`src/rtl/spi_feed_pkg.sv`:
```
// spi_feed_pkg: shared FSM encoding, sender timing limits and sizing helper for spi_byte_feeder
package spi_feed_pkg;
    typedef enum logic [1:0] {IDLE, LOAD, PULSE, GAP} feed_state_t;
    localparam int SPI_BYTE_CYCLES = 18;
    localparam int MIN_BYTE_GAP = 20;
    function automatic int cnt_width(input int a, input int b);
        return $clog2(a > b ? a : b) + 1;
    endfunction
endpackage

```
`src/rtl/spi_byte_feeder_if.sv`:
```
// spi_byte_feeder_if: upstream byte stream plus paced strobe/status towards the SPI sender
interface spi_byte_feeder_if #(
    parameter int DATA_W = 8,
    parameter int FIFO_DEPTH = 16
);
    logic in_valid;
    logic [DATA_W-1:0] in_data;
    logic in_last;
    logic in_ready;
    logic tx_valid;
    logic [DATA_W-1:0] tx_data;
    logic busy;
    logic [$clog2(FIFO_DEPTH):0] fifo_level;
    modport master (
        output in_valid, in_data, in_last,
        input  in_ready, tx_valid, tx_data, busy, fifo_level
    );
    modport slave (
        input  in_valid, in_data, in_last,
        output in_ready, tx_valid, tx_data, busy, fifo_level
    );
endinterface

```
`src/rtl/spi_feed_fifo.sv`:
```
// spi_feed_fifo: synchronous first-word-fall-through FIFO with wrap-bit pointers
module spi_feed_fifo #(
    parameter int W = 9,
    parameter int DEPTH = 16
) (
    input  logic clk,
    input  logic rst_n,
    input  logic wr_en,
    input  logic [W-1:0] wdata,
    input  logic rd_en,
    output logic [W-1:0] rdata,
    output logic full,
    output logic empty,
    output logic [$clog2(DEPTH):0] level
);
    localparam int AW = $clog2(DEPTH);
    logic [W-1:0] mem [DEPTH];
    logic [AW:0] wr_ptr, rd_ptr;
    assign level = wr_ptr - rd_ptr;
    assign full = level == (AW+1)'(DEPTH);
    assign empty = level == '0;
    assign rdata = mem[rd_ptr[AW-1:0]];
    // pointer advance; the extra top bit tells full from empty
    always_ff @(posedge clk or negedge rst_n) begin
        if (!rst_n) begin
            wr_ptr <= '0;
            rd_ptr <= '0;
        end else begin
            if (wr_en && !full) wr_ptr <= wr_ptr + 1'b1;
            if (rd_en && !empty) rd_ptr <= rd_ptr + 1'b1;
        end
    end
    // storage array, no reset needed since reads are gated by empty
    always_ff @(posedge clk) begin
        if (wr_en && !full) mem[wr_ptr[AW-1:0]] <= wdata;
    end
endmodule

```
`src/rtl/spi_byte_feeder.sv`:
```
// spi_byte_feeder: buffers a byte stream and paces it to the SPI sender; SPI_FEED_HDR_EN adds a sync header per frame
module spi_byte_feeder
    import spi_feed_pkg::*;
#(
    parameter int DATA_W = 8,
    parameter int FIFO_DEPTH = 16,
    parameter int VALID_HI = 2,
    parameter int BYTE_GAP = 24,
    parameter logic [DATA_W-1:0] SYNC_BYTE = 8'hA5
) (
    input logic clk,
    input logic rst_n,
    spi_byte_feeder_if.slave bus
);
    localparam int CW = cnt_width(VALID_HI, BYTE_GAP);
    localparam int LW = $clog2(FIFO_DEPTH) + 1;

    if (DATA_W != 8) begin : g_bad_width
        $error("DATA_W must be 8, got %0d", DATA_W);
    end
    if (FIFO_DEPTH < 2 || (FIFO_DEPTH & (FIFO_DEPTH - 1)) != 0) begin : g_bad_depth
        $error("FIFO_DEPTH must be a power of 2 and >= 2, got %0d", FIFO_DEPTH);
    end
    if (VALID_HI < 1) begin : g_bad_hi
        $error("VALID_HI must be >= 1, got %0d", VALID_HI);
    end
    if (BYTE_GAP < MIN_BYTE_GAP) begin : g_bad_gap
        $error("BYTE_GAP must be >= %0d, got %0d", MIN_BYTE_GAP, BYTE_GAP);
    end
    if (VALID_HI + BYTE_GAP + 1 < SPI_BYTE_CYCLES) begin : g_bad_period
        $error("byte period shorter than the sender needs");
    end

    feed_state_t state;
    logic [CW-1:0] cnt;
    logic rdy;
    logic full, empty, push, pop;
    logic [LW-1:0] level;
    logic [DATA_W:0] rdata;
    logic [DATA_W-1:0] load_data;
    logic tx_valid_q;
    logic [DATA_W-1:0] tx_data_q;

    assign push = bus.in_valid && bus.in_ready;
    assign bus.in_ready = rdy && !full;
    assign bus.tx_valid = tx_valid_q;
    assign bus.tx_data = tx_data_q;
    assign bus.busy = state != IDLE || !empty;
    assign bus.fifo_level = level;

    spi_feed_fifo #(.W(DATA_W + 1), .DEPTH(FIFO_DEPTH)) u_fifo (
        .clk(clk),
        .rst_n(rst_n),
        .wr_en(push),
        .wdata({bus.in_last, bus.in_data}),
        .rd_en(pop),
        .rdata(rdata),
        .full(full),
        .empty(empty),
        .level(level)
    );

    // in_ready stays low while reset is held and rises on the first clock after release
    always_ff @(posedge clk or negedge rst_n) begin
        if (!rst_n) rdy <= 1'b0;
        else rdy <= 1'b1;
    end

`ifdef SPI_FEED_HDR_EN
    logic frame_start, last_q;
    assign pop = state == LOAD && !frame_start;
    assign load_data = frame_start ? SYNC_BYTE : rdata[DATA_W-1:0];
    // a header slot is owed at reset and after the pulse of a frame's last byte
    always_ff @(posedge clk or negedge rst_n) begin
        if (!rst_n) begin
            frame_start <= 1'b1;
            last_q <= 1'b0;
        end else if (state == LOAD) begin
            frame_start <= 1'b0;
            last_q <= !frame_start && rdata[DATA_W];
        end else if (state == PULSE && cnt == '0 && last_q) begin
            frame_start <= 1'b1;
        end
    end
`else
    logic unused_last;
    logic [DATA_W-1:0] unused_sync;
    assign unused_last = rdata[DATA_W];
    assign unused_sync = SYNC_BYTE;
    assign pop = state == LOAD;
    assign load_data = rdata[DATA_W-1:0];
`endif

    // pacing FSM: load a byte, strobe it for VALID_HI cycles, then hold the line idle for BYTE_GAP cycles
    always_ff @(posedge clk or negedge rst_n) begin
        if (!rst_n) begin
            state <= IDLE;
            cnt <= '0;
            tx_valid_q <= 1'b0;
            tx_data_q <= '0;
        end else begin
            case (state)
                IDLE: if (!empty) state <= LOAD;
                LOAD: begin
                    tx_data_q <= load_data;
                    tx_valid_q <= 1'b1;
                    cnt <= CW'(VALID_HI - 1);
                    state <= PULSE;
                end
                PULSE: begin
                    if (cnt == '0) begin
                        tx_valid_q <= 1'b0;
                        cnt <= CW'(BYTE_GAP - 1);
                        state <= GAP;
                    end else begin
                        cnt <= cnt - 1'b1;
                    end
                end
                default: begin
                    if (cnt == '0) state <= empty ? IDLE : LOAD;
                    else cnt <= cnt - 1'b1;
                end
            endcase
        end
    end
endmodule

```
`src/flat_wrapper.sv`:
```
// flat-port wrapper written by rule: the top's interface ports become plain ports
module spi_byte_feeder_flat import spi_feed_pkg::*;
#(
    parameter int DATA_W = 8,
    parameter int FIFO_DEPTH = 16,
    parameter int VALID_HI = 2,
    parameter int BYTE_GAP = 24,
    parameter logic [DATA_W-1:0] SYNC_BYTE = 8'hA5
)
  (clk, rst_n, bus_in_valid, bus_in_data, bus_in_last, bus_in_ready, bus_tx_valid, bus_tx_data, bus_busy, bus_fifo_level);
  spi_byte_feeder_if #(.DATA_W(DATA_W), .FIFO_DEPTH(FIFO_DEPTH)) bus_i ();
  input logic clk;
  input logic rst_n;
  input wire logic [$bits(bus_i.in_valid)-1:0] bus_in_valid;
  input wire logic [$bits(bus_i.in_data)-1:0] bus_in_data;
  input wire logic [$bits(bus_i.in_last)-1:0] bus_in_last;
  output wire logic [$bits(bus_i.in_ready)-1:0] bus_in_ready;
  output wire logic [$bits(bus_i.tx_valid)-1:0] bus_tx_valid;
  output wire logic [$bits(bus_i.tx_data)-1:0] bus_tx_data;
  output wire logic [$bits(bus_i.busy)-1:0] bus_busy;
  output wire logic [$bits(bus_i.fifo_level)-1:0] bus_fifo_level;
  assign bus_i.in_valid = bus_in_valid;
  assign bus_i.in_data = bus_in_data;
  assign bus_i.in_last = bus_in_last;
  assign bus_in_ready = bus_i.in_ready;
  assign bus_tx_valid = bus_i.tx_valid;
  assign bus_tx_data = bus_i.tx_data;
  assign bus_busy = bus_i.busy;
  assign bus_fifo_level = bus_i.fifo_level;
  spi_byte_feeder #(.DATA_W(DATA_W), .FIFO_DEPTH(FIFO_DEPTH), .VALID_HI(VALID_HI), .BYTE_GAP(BYTE_GAP), .SYNC_BYTE(SYNC_BYTE)) u_core (.clk(clk), .rst_n(rst_n), .bus(bus_i));
endmodule
```
`config.mk`:
```
export PLATFORM = sky130hd
export DESIGN_NAME = spi_byte_feeder_flat
export DESIGN_NICKNAME = d
export VERILOG_FILES = /design/src/rtl/spi_feed_pkg.sv /design/src/rtl/spi_byte_feeder_if.sv /design/src/rtl/spi_feed_fifo.sv /design/src/rtl/spi_byte_feeder.sv /design/src/flat_wrapper.sv
export SDC_FILE = /design/constraint.sdc
export NUM_CORES = 1
export LEC_CHECK = 0
export ABC_AREA = 1
export BUFFER_PORTS_ARGS = -buffer_cell sky130_fd_sc_hd__clkbuf_2
export CAP_MARGIN = 20
export CORE_AREA = 2 2 127 129
export CTS_CLUSTER_DIAMETER = 120
export DETAILED_ROUTE_END_ITERATION = 7
export DIE_AREA = 0 0 129 131
export HOLD_SLACK_MARGIN = 0.1
export PLACE_DENSITY_LB_ADDON = 0.08
export SYNTH_ARGS = -nofsm -noshare
export SYNTH_HDL_FRONTEND = slang
export SYNTH_SLANG_ARGS = --single-unit
```
`constraint.sdc`:
```
create_clock -name clk -period 3.94 [get_ports clk]
set_clock_uncertainty 0.2 [all_clocks]
set_input_delay 0.788 -clock clk [delete_from_list [all_inputs] [get_ports clk]]
set_output_delay 0.788 -clock clk [all_outputs]
set_load 0.1 [all_outputs]
```
== Word level (Yosys, flattened, before mapping) ==
Memories as Yosys holds them, arrays and structs flattened. A register that Yosys moved wholly into a read port is not among the register bits.
Index checks and enable logic that the tools add are counted.
Word-level totals
  flip-flop bits (word level): 20
  memories: 1
  RAM bits: 144
  output and inout bits: 16
Operators by class
  reductions and logical operators: 17
  equal/unequal tests: 6
  add/subtract/negate cells: 4
  muxes and demuxes: 12
  bitwise gates (word level): 1
Memory list
  u_core.u_fifo.mem: words 16, bits a word 9, read ports 1, clocked after memory_dff 1, write ports 1, line spi_feed_fifo.sv:17  | logic [W-1:0] mem [DEPTH];
Operator list (count)
  $pmux W6 S3: 1
  $mux W6: 2
  $add A5 B1 Y5 const B: 2
  $logic_not A6 Y1: 1
  $mux W2: 3
  $pmux W2 S3: 1
  $sub A6 B1 Y6 const B: 1
  $eq A5 B5 Y1 const B: 1
  $logic_not A5 Y1: 1
  $sub A5 B5 Y5: 1
  $logic_and A1 B1 Y1: 4
  $mux W1: 4
  $reduce_and A2 Y1: 2
  $reduce_bool A2 Y1: 2
  $logic_not A1 Y1: 3
  $ne A3 B3 Y1 const B: 1
  $reduce_and A3 Y1: 1
  $reduce_bool A3 Y1: 1
  $eq A2 B1 Y1 const B: 1
  $eq A2 B2 Y1 const B: 1
  $logic_not A2 Y1: 1
  $ne A2 B1 Y1 const B: 1
  $ne A2 B2 Y1 const B: 1
  $pmux W1 S2: 1
  other kinds (2): 2

== Depth between registers and ports, before layout ==
Gate-level depths: netlist of run 1.
  word-level depth: 8
  depth in mapped cells: 14

== Hierarchy ==
A second synthesis of run 1 with hierarchy kept.
Second synthesis, totals
  cell total of the unflattened synthesis: 667
  area total of the unflattened synthesis: 7526.0 um2
Modules (own cells, without submodules)
  spi_feed_fifo: instances 1, cells an instance 549, area each 6538.8 um2, seq. area each 4574.4 um2
  spi_byte_feeder: instances 1, cells an instance 118, area each 987.2 um2, seq. area each 450.4 um2

== Least setup slack after synthesis of run 1 ==
No wires, ideal clock.
  kind: flip-flop to output port
  from: reg u_core.u_fifo.rd_ptr[1]
  to: out bus_in_ready
  required time: 2952 ps
  arrival time: 3215 ps
  path buffers: 1
  setup slack: -263 ps
  stages on the path, launching flop included: 8
  cell sequence: dfrtp_1 -> clkinv_1 -> clkbuf_1 -> fa_1 -> or2_0 -> nor2_4 -> nand3_2 -> o21a_1
On the way
  cells in the longest elaborated chain, start to end: 4
RTL lines
  start: declaration: line spi_feed_fifo.sv:18  | logic [AW:0] wr_ptr, rd_ptr;
  start signal: assignment: line spi_feed_fifo.sv:30  | if (rd_en && !empty) rd_ptr <= rd_ptr + 1'b1;
  $sub A5 B5 Y5: line spi_feed_fifo.sv:19  | assign level = wr_ptr - rd_ptr;
  named net bus_fifo_level[1]: line flat_wrapper.sv:21  | output wire logic [$bits(bus_i.fifo_level)-1:0] bus_fifo_level;
  $eq A5 B5 Y1: line spi_feed_fifo.sv:20  | assign full = level == (AW+1)'(DEPTH);
  $logic_not A1 Y1: line spi_byte_feeder.sv:45  | assign bus.in_ready = rdy && !full;
  $logic_and A1 B1 Y1: line spi_byte_feeder.sv:45
  end: declaration: line flat_wrapper.sv:17  | output wire logic [$bits(bus_i.in_ready)-1:0] bus_in_ready;
The timed path passes the listed nets, and every way through them passes these cells.

== Worst setup path in the final report of run 1 ==
  from: reg u_core.u_fifo.wr_ptr[0]
  to: out bus_busy
On the way
  cells in the longest elaborated chain, start to end: 4
RTL lines
  start: declaration: line spi_feed_fifo.sv:18
  start signal: assignment: line spi_feed_fifo.sv:29  | if (wr_en && !full) wr_ptr <= wr_ptr + 1'b1;
  $sub A5 B5 Y5: line spi_feed_fifo.sv:19
  $logic_not A5 Y1: line spi_feed_fifo.sv:21  | assign empty = level == '0;
  $logic_not A1 Y1: line spi_byte_feeder.sv:48  | assign bus.busy = state != IDLE || !empty;
  $logic_or A1 B1 Y1: line spi_byte_feeder.sv:48
  end: declaration: line flat_wrapper.sv:20  | output wire logic [$bits(bus_i.busy)-1:0] bus_busy;
Every way passes these cells.

==> results of run 1 <==
[worst max-delay path, stage by stage (launching register included)]
cell and delay, ps:
dfrtp_1 440, inv_1 120, ha_1 210, inv_1 80, fa_2 470, or2_0 280
nor2_4 170, nand3_2 120, nor2_4 160, nand2_2 100, buf_12 180
[state kept, by name, summed over array words and instances (netlist names)]
signal,flops
u_core.u_fifo.mem,128
u_core.u_fifo.wr_ptr,5
u_core.rdy,1
u_core.bus.tx_data,8
u_core.cnt,6
u_core.u_fifo.rd_ptr,5
u_core.bus.tx_valid,1
u_core.state,2
[through the flow]
stage	utilization, %	hold WS (ps)	area (um2)	power [mW]
global placement	47.3	293	7380	5.58
finish	51.2	232	7980	7.22
floorplan	-	292	6840	4.69
detailed placement	47.3	312	7380	5.63
global route	51.2	286	7980	7.67
CTS	51.2	264	7980	7.28
[layout make-up]
cell class	instances	area share, %
clock buffer	20	5.47
timing repair buffer	52	5.20
multi-input combinational	389	25.3
clock inverter	12	2.04
inverter	34	1.60
tap	216	3.39
sequential	156	57.0
[final timing paths]
check                      slack, ps                      end  cells after the start
max                              190                 bus_busy                     10
min                              230               u_core.rdy                      1
min reg2reg                      310      u_core.bus.tx_valid                      2
max in group asynchronous       2770  u_core.u_fifo.rd_ptr[0]                      1
max reg2reg                      950  u_core.u_fifo.mem[1][3]                     11
min in group clk                 310      u_core.bus.tx_valid                      2
[Yosys cell counts (2+ instances only)]
library cell  number
ha_1              14
o21ai_0           56
a21oi_2            2
xor2_1             4
clkinv_1           3
nand2_1           95
xnor2_1            5
a21oi_1           18
o22ai_1            8
o21ai_1            5
dfrtp_1           28
buf_2             13
o211ai_1          16
nand3_4            2
edfxtp_1         128
nand3_1           48
nor3_1            16
nand3_2            2
clkbuf_1          11
nand4_1            3
nor2_4             3
nor2_1            82
inv_1             30
buf_6              3
[layer usage]
layer | vias up | track usage, %
met2 | 117 | 32.5
met1 | 2269 | 27.3
met5 | - | 0
li1 | 2212 | -
met4 | 0 | 6.78
met3 | 15 | 3.99
[where the power goes]
| part | switching, mW | internal [mW] | total [mW] |
|---|---|---|---|
| combinational | 2.47 | 0.984 | 3.45 |
| clock | 0.648 | 1.00 | 1.65 |
| sequential | 0.129 | 1.99 | 2.11 |
[cells by family after synthesis]
logic type               Yosys count
adder cells (fa/ha/maj)           15
buffers and inverters             62
AND/OR/NAND/NOR                  255
other                              1
flip-flops                       156
XOR/XNOR                           9
AO/OA/AOI/OAI                    109
==> metrics, run 1 <==
status=finished clean; final worst-path cycle share=95.1%; Setup Fix Bufs, Post-CTS=0; Synth Instances=607; Post-Synth XOR/XNOR Area=1.15%; top_reg_cell synth=edfxtp_1; commonest non-fill, non-tap cell in the layout=edfxtp_1; crit end category=output pin; max_cap viols=0; die width=129 um; worst setup margin=194 ps; sum of negative setup slack=0 ps; drt drc=0; Non-Filler Instances=879; cts repair resizes=0; global-route wire length before repair=24.6 mm; largest family of logic cells by synthesized area=simple AND/OR/NAND/NOR gates; DRT iter0 DRCs=348; worst endpoint required time=2950 ps; GRT Util Overall=20.0%; Syn Area/Cell=11.3 um2; Simple-Gate Fraction of Synth Area=16.4%; gpl congestion=0.779; Worst Setup Path Type=register to output pin; Post-CTS Hold Buffers=0; Max Slew Vio Count=0; FMAX=267 MHz; top cells by area, synth=edfxtp_1 56%, dfrtp_1 10%, nand2_1 5.2%; Yosys top cell by area=edfxtp_1; vias in the first global route=4458; CTS tree=yes; area fraction of the dominant cell type after synthesis=56.2%; PD cells=904 nW/um2; RSZ-0062 raised after global routing=false; Vias=4613; H-tree levels=4; Metal-1 WL=7.04 mm; antenna violations before repair=0; post-synthesis sequential area ratio=66.5%; CTS Buf Count=17; clock sink count=156; ANT cells=0; drt total wl=15.8 mm; io pins=28; most frequent cells in the layout=128 x edfxtp_1, 95 x nand2_1, 82 x nor2_1; Initial Utilization=43.8%; DRT antenna net count=0; Worst R2R Start=u_core.u_fifo.wr_ptr[0]; WL/cell=18.0 um; Peak supply drop=1.18 mV; grt ovf=0; Min-Delay Path Class=input pin to asynchronous set/reset pin; final hold violation count=0; DP HPWL=9.96 mm; largest net degree at the start of global routing=68; Clk Tree Root Cell=clkbuf_16; CTS max path bufs=2; final setup vio count=0; area grow syn2layout=16.8%; routed length on met2=7.71 mm; Synth async-reset ratio=17.9%; Rows=46; Worst-path clk slew=60 ps; critical path arrival=2760 ps; multi-input logic area=2020 um2; worst-margin pin slew=768 ps; post-synthesis register bit count=156; critical path launch point type=register; Buffers on Ports=26; post-synthesis cell type count=36; CORE AREA=15600 um2; proportion of layout cells with a drive suffix above 1=14.6%; Synth Cell Area=6840 um2; Clock Latency Late Sink=410 ps; maximum fanout along the worst path=5; die area=16900 um2; post-layout min period=3750 ps; Slew HR=48.8%; TritonRoute pass-1 iters=4; Lkg Pwr=2.96 nW; die height=131 um; Synth Area in Adders=2.86%; mux cell area share after synthesis=0%; met3 wire length=866 um; post-synthesis compound-gate area fraction=9.01%; vias per inst=5.25; Setup WS pre-CTS=629 ps; uppermost layer routed=met4; Nets=677; FILL cells=1378; Post-synth EDFFs=128; crit path launch=u_core.u_fifo.wr_ptr[0]; Reg area=4550 um2; Placed Cells=847; YS warnings=0; post-synth net total=634
No activity file was read; power rests on OpenSTA's default activity.
==> run 2, diff against run 1 <==
--- a/config.mk
+++ b/config.mk
@@ -10,6 +10,7 @@
 export CAP_MARGIN = 20
 export CORE_AREA = 2 2 127 129
 export CTS_CLUSTER_DIAMETER = 120
+export CTS_CLUSTER_SIZE = 20
 export DETAILED_ROUTE_END_ITERATION = 7
 export DIE_AREA = 0 0 129 131
 export HOLD_SLACK_MARGIN = 0.1
==> constraint.sdc (replaced) <==
create_clock -name clk -period 4.78 [get_ports clk]
set_clock_uncertainty 0.2 [all_clocks]
set_input_delay 0.956 -clock clk [delete_from_list [all_inputs] [get_ports clk]]
set_output_delay 0.956 -clock clk [all_outputs]
set_load 0.1 [all_outputs]
==> run 2 against run 1 <==
  * Die area unchanged
  * Critical endpoint unchanged
  * Clock-buffer cell count increased by 3
  * Hold slack improved by 81 ps
  * Critical path depth unchanged
==> metrics, run 2 (synthesis results as in run 1) <==
final hold violation count=0; GRT Util Overall=19.7%; Rows=46; Worst-path clk slew=60 ps; CP cell instances=inv_1 > ha_1 > inv_1 > fa_1 > or2_0 > nor2_4 > nand3_2 > nor2_4 > nand2_2 > buf_12; status=finished clean; die width=129 um; Initial Utilization=43.8%; maximum fanout along the worst path=5; Peak supply drop=0.858 mV; crit-path max cell delay=460 ps; TritonRoute pass-1 iters=4; Clk Tree Root Cell=clkbuf_16; antenna violations before repair=0; Buffers on Ports=26; Max Slew Vio Count=0; gpl congestion=0.821; Worst Setup Path Type=register to output pin; Min-Delay Path Class=register to register; clock sink count=156; max reg flops=128; Fin Hold WS=313 ps; largest net degree at the start of global routing=68; crit end category=output pin; most frequent cells in the layout=128 x edfxtp_1, 95 x nand2_1, 82 x nor2_1; Reg area=4550 um2; critical path arrival=2760 ps; Switching Share=44.9%; net load switching power=2.65 mW; drt total wl=15.6 mm; worst endpoint required time=3620 ps; worst-margin pin slew=819 ps; FMAX=255 MHz; CORE AREA=15600 um2; vias in the first global route=4339; die area=16900 um2; grt ovf=0; H-tree levels=4; io pins=28; Reg power frac=29.8%; Clock power frac=23.1%; total power=5.91 mW; PD cells=746 nW/um2; WL/cell=17.9 um; area grow syn2layout=15.9%; CTS tree=yes; DP HPWL=9.64 mm; max_cap viols=0; Combinational Power Share=47.1%; CTS max path bufs=2; final core utilization=50.8%; Placed Cells=840; multi-input logic area=2020 um2; sum of negative setup slack=0 ps; global-route wire length before repair=24.2 mm; proportion of layout cells with a drive suffix above 1=13.3%; Nets=670; final setup vio count=0; slowest stage cell on the critical path=fa_1; drt drc=0; Post-CTS Hold Buffers=0; P_int=3.26 mW; CTS Buf Count=17; die height=131 um; vias per inst=5.10; commonest non-fill, non-tap cell in the layout=edfxtp_1; cts repair resizes=0; ANT cells=0; Non-Filler Instances=872; Lkg Pwr=2.91 nW; Setup Fix Bufs, Post-CTS=0; RSZ-0062 raised after global routing=false; Clock Latency Late Sink=420 ps; DRT antenna net count=0; FILL cells=1384; DRT iter0 DRCs=368; final worst-path cycle share=81.9%; post-layout min period=3910 ps; Vias=4447; Slew HR=45.2%; critical path launch point type=register
## run 2: cell types whose count changed in the layout (fill, tap and decap cells not counted), sizes merged
cell      before  now
clkinvlp       2    3
buf           32   25
inv           33   31
clkbuf        40   43
clkinv         8    6
## run 2: metrics by stage
step / setup slack, ps / cell area (um2)
global placement: 1330 / 7320
detailed placement: 1290 / 7320
CTS: 847 / 7920
floorplan: 409 / 6840
finish: 866 / 7920
global route: 696 / 7920
## run 2: worst paths after layout
path	from	endpoint	slack [ps]	cells past startpoint
worst max-delay path	u_core.u_fifo.wr_ptr[0]	bus_busy	870	10
worst min-delay path	u_core.bus.tx_valid	u_core.bus.tx_valid	310	2
worst max register to register	u_core.u_fifo.rd_ptr[2]	u_core.u_fifo.mem[15][3]	1320	9
worst min register to register	u_core.bus.tx_valid	u_core.bus.tx_valid	310	2
max in group asynchronous	rst_n	u_core.u_fifo.rd_ptr[0]	3460	1
min in group asynchronous	rst_n	u_core.rdy	400	1
## run 2: layout make-up
type                            count  area share [%]
Timing Repair Buffer               45            4.58
Tap cell                          216            3.41
Clock inverter                      9            1.75
Multi-Input combinational cell    389            25.5
Clock buffer                       23            5.78
Inverter                           34            1.61
Sequential cell                   156            57.4
## run 2: layer usage
| metal | vias to the layer above | GRT usage, % | part of all wire, % |
|---|---|---|---|
| met5 | - | 0 | 0 |
| met4 | 0 | 6.01 | 1.6 |
| met3 | 17 | 4.52 | 3.9 |
| met1 | 2134 | 26.8 | 47 |
| li1 | 2200 | - | - |
| met2 | 96 | 31.9 | 48 |
## run 2: power by group through the flow
stage / Sequential (mW) / Combinational (mW) / Clock [mW]
6_report: 1.76 / 2.78 / 1.37
5_1_grt: 1.78 / 3.04 / 1.44
4_1_cts: 1.76 / 2.81 / 1.38
3_5_place_dp: 1.79 / 2.80 / 0
3_3_place_gp: 1.78 / 2.76 / 0
2_1_floorplan: 2.01 / 1.84 / 0
## run 2: worst max-delay path, delay by kind of cell (launching register included)
family,cells,cell delay (ps)
buffers and inverters,3,400
DFF,1,420
adders and majority gates,2,670
and+or+nand+nor,5,840
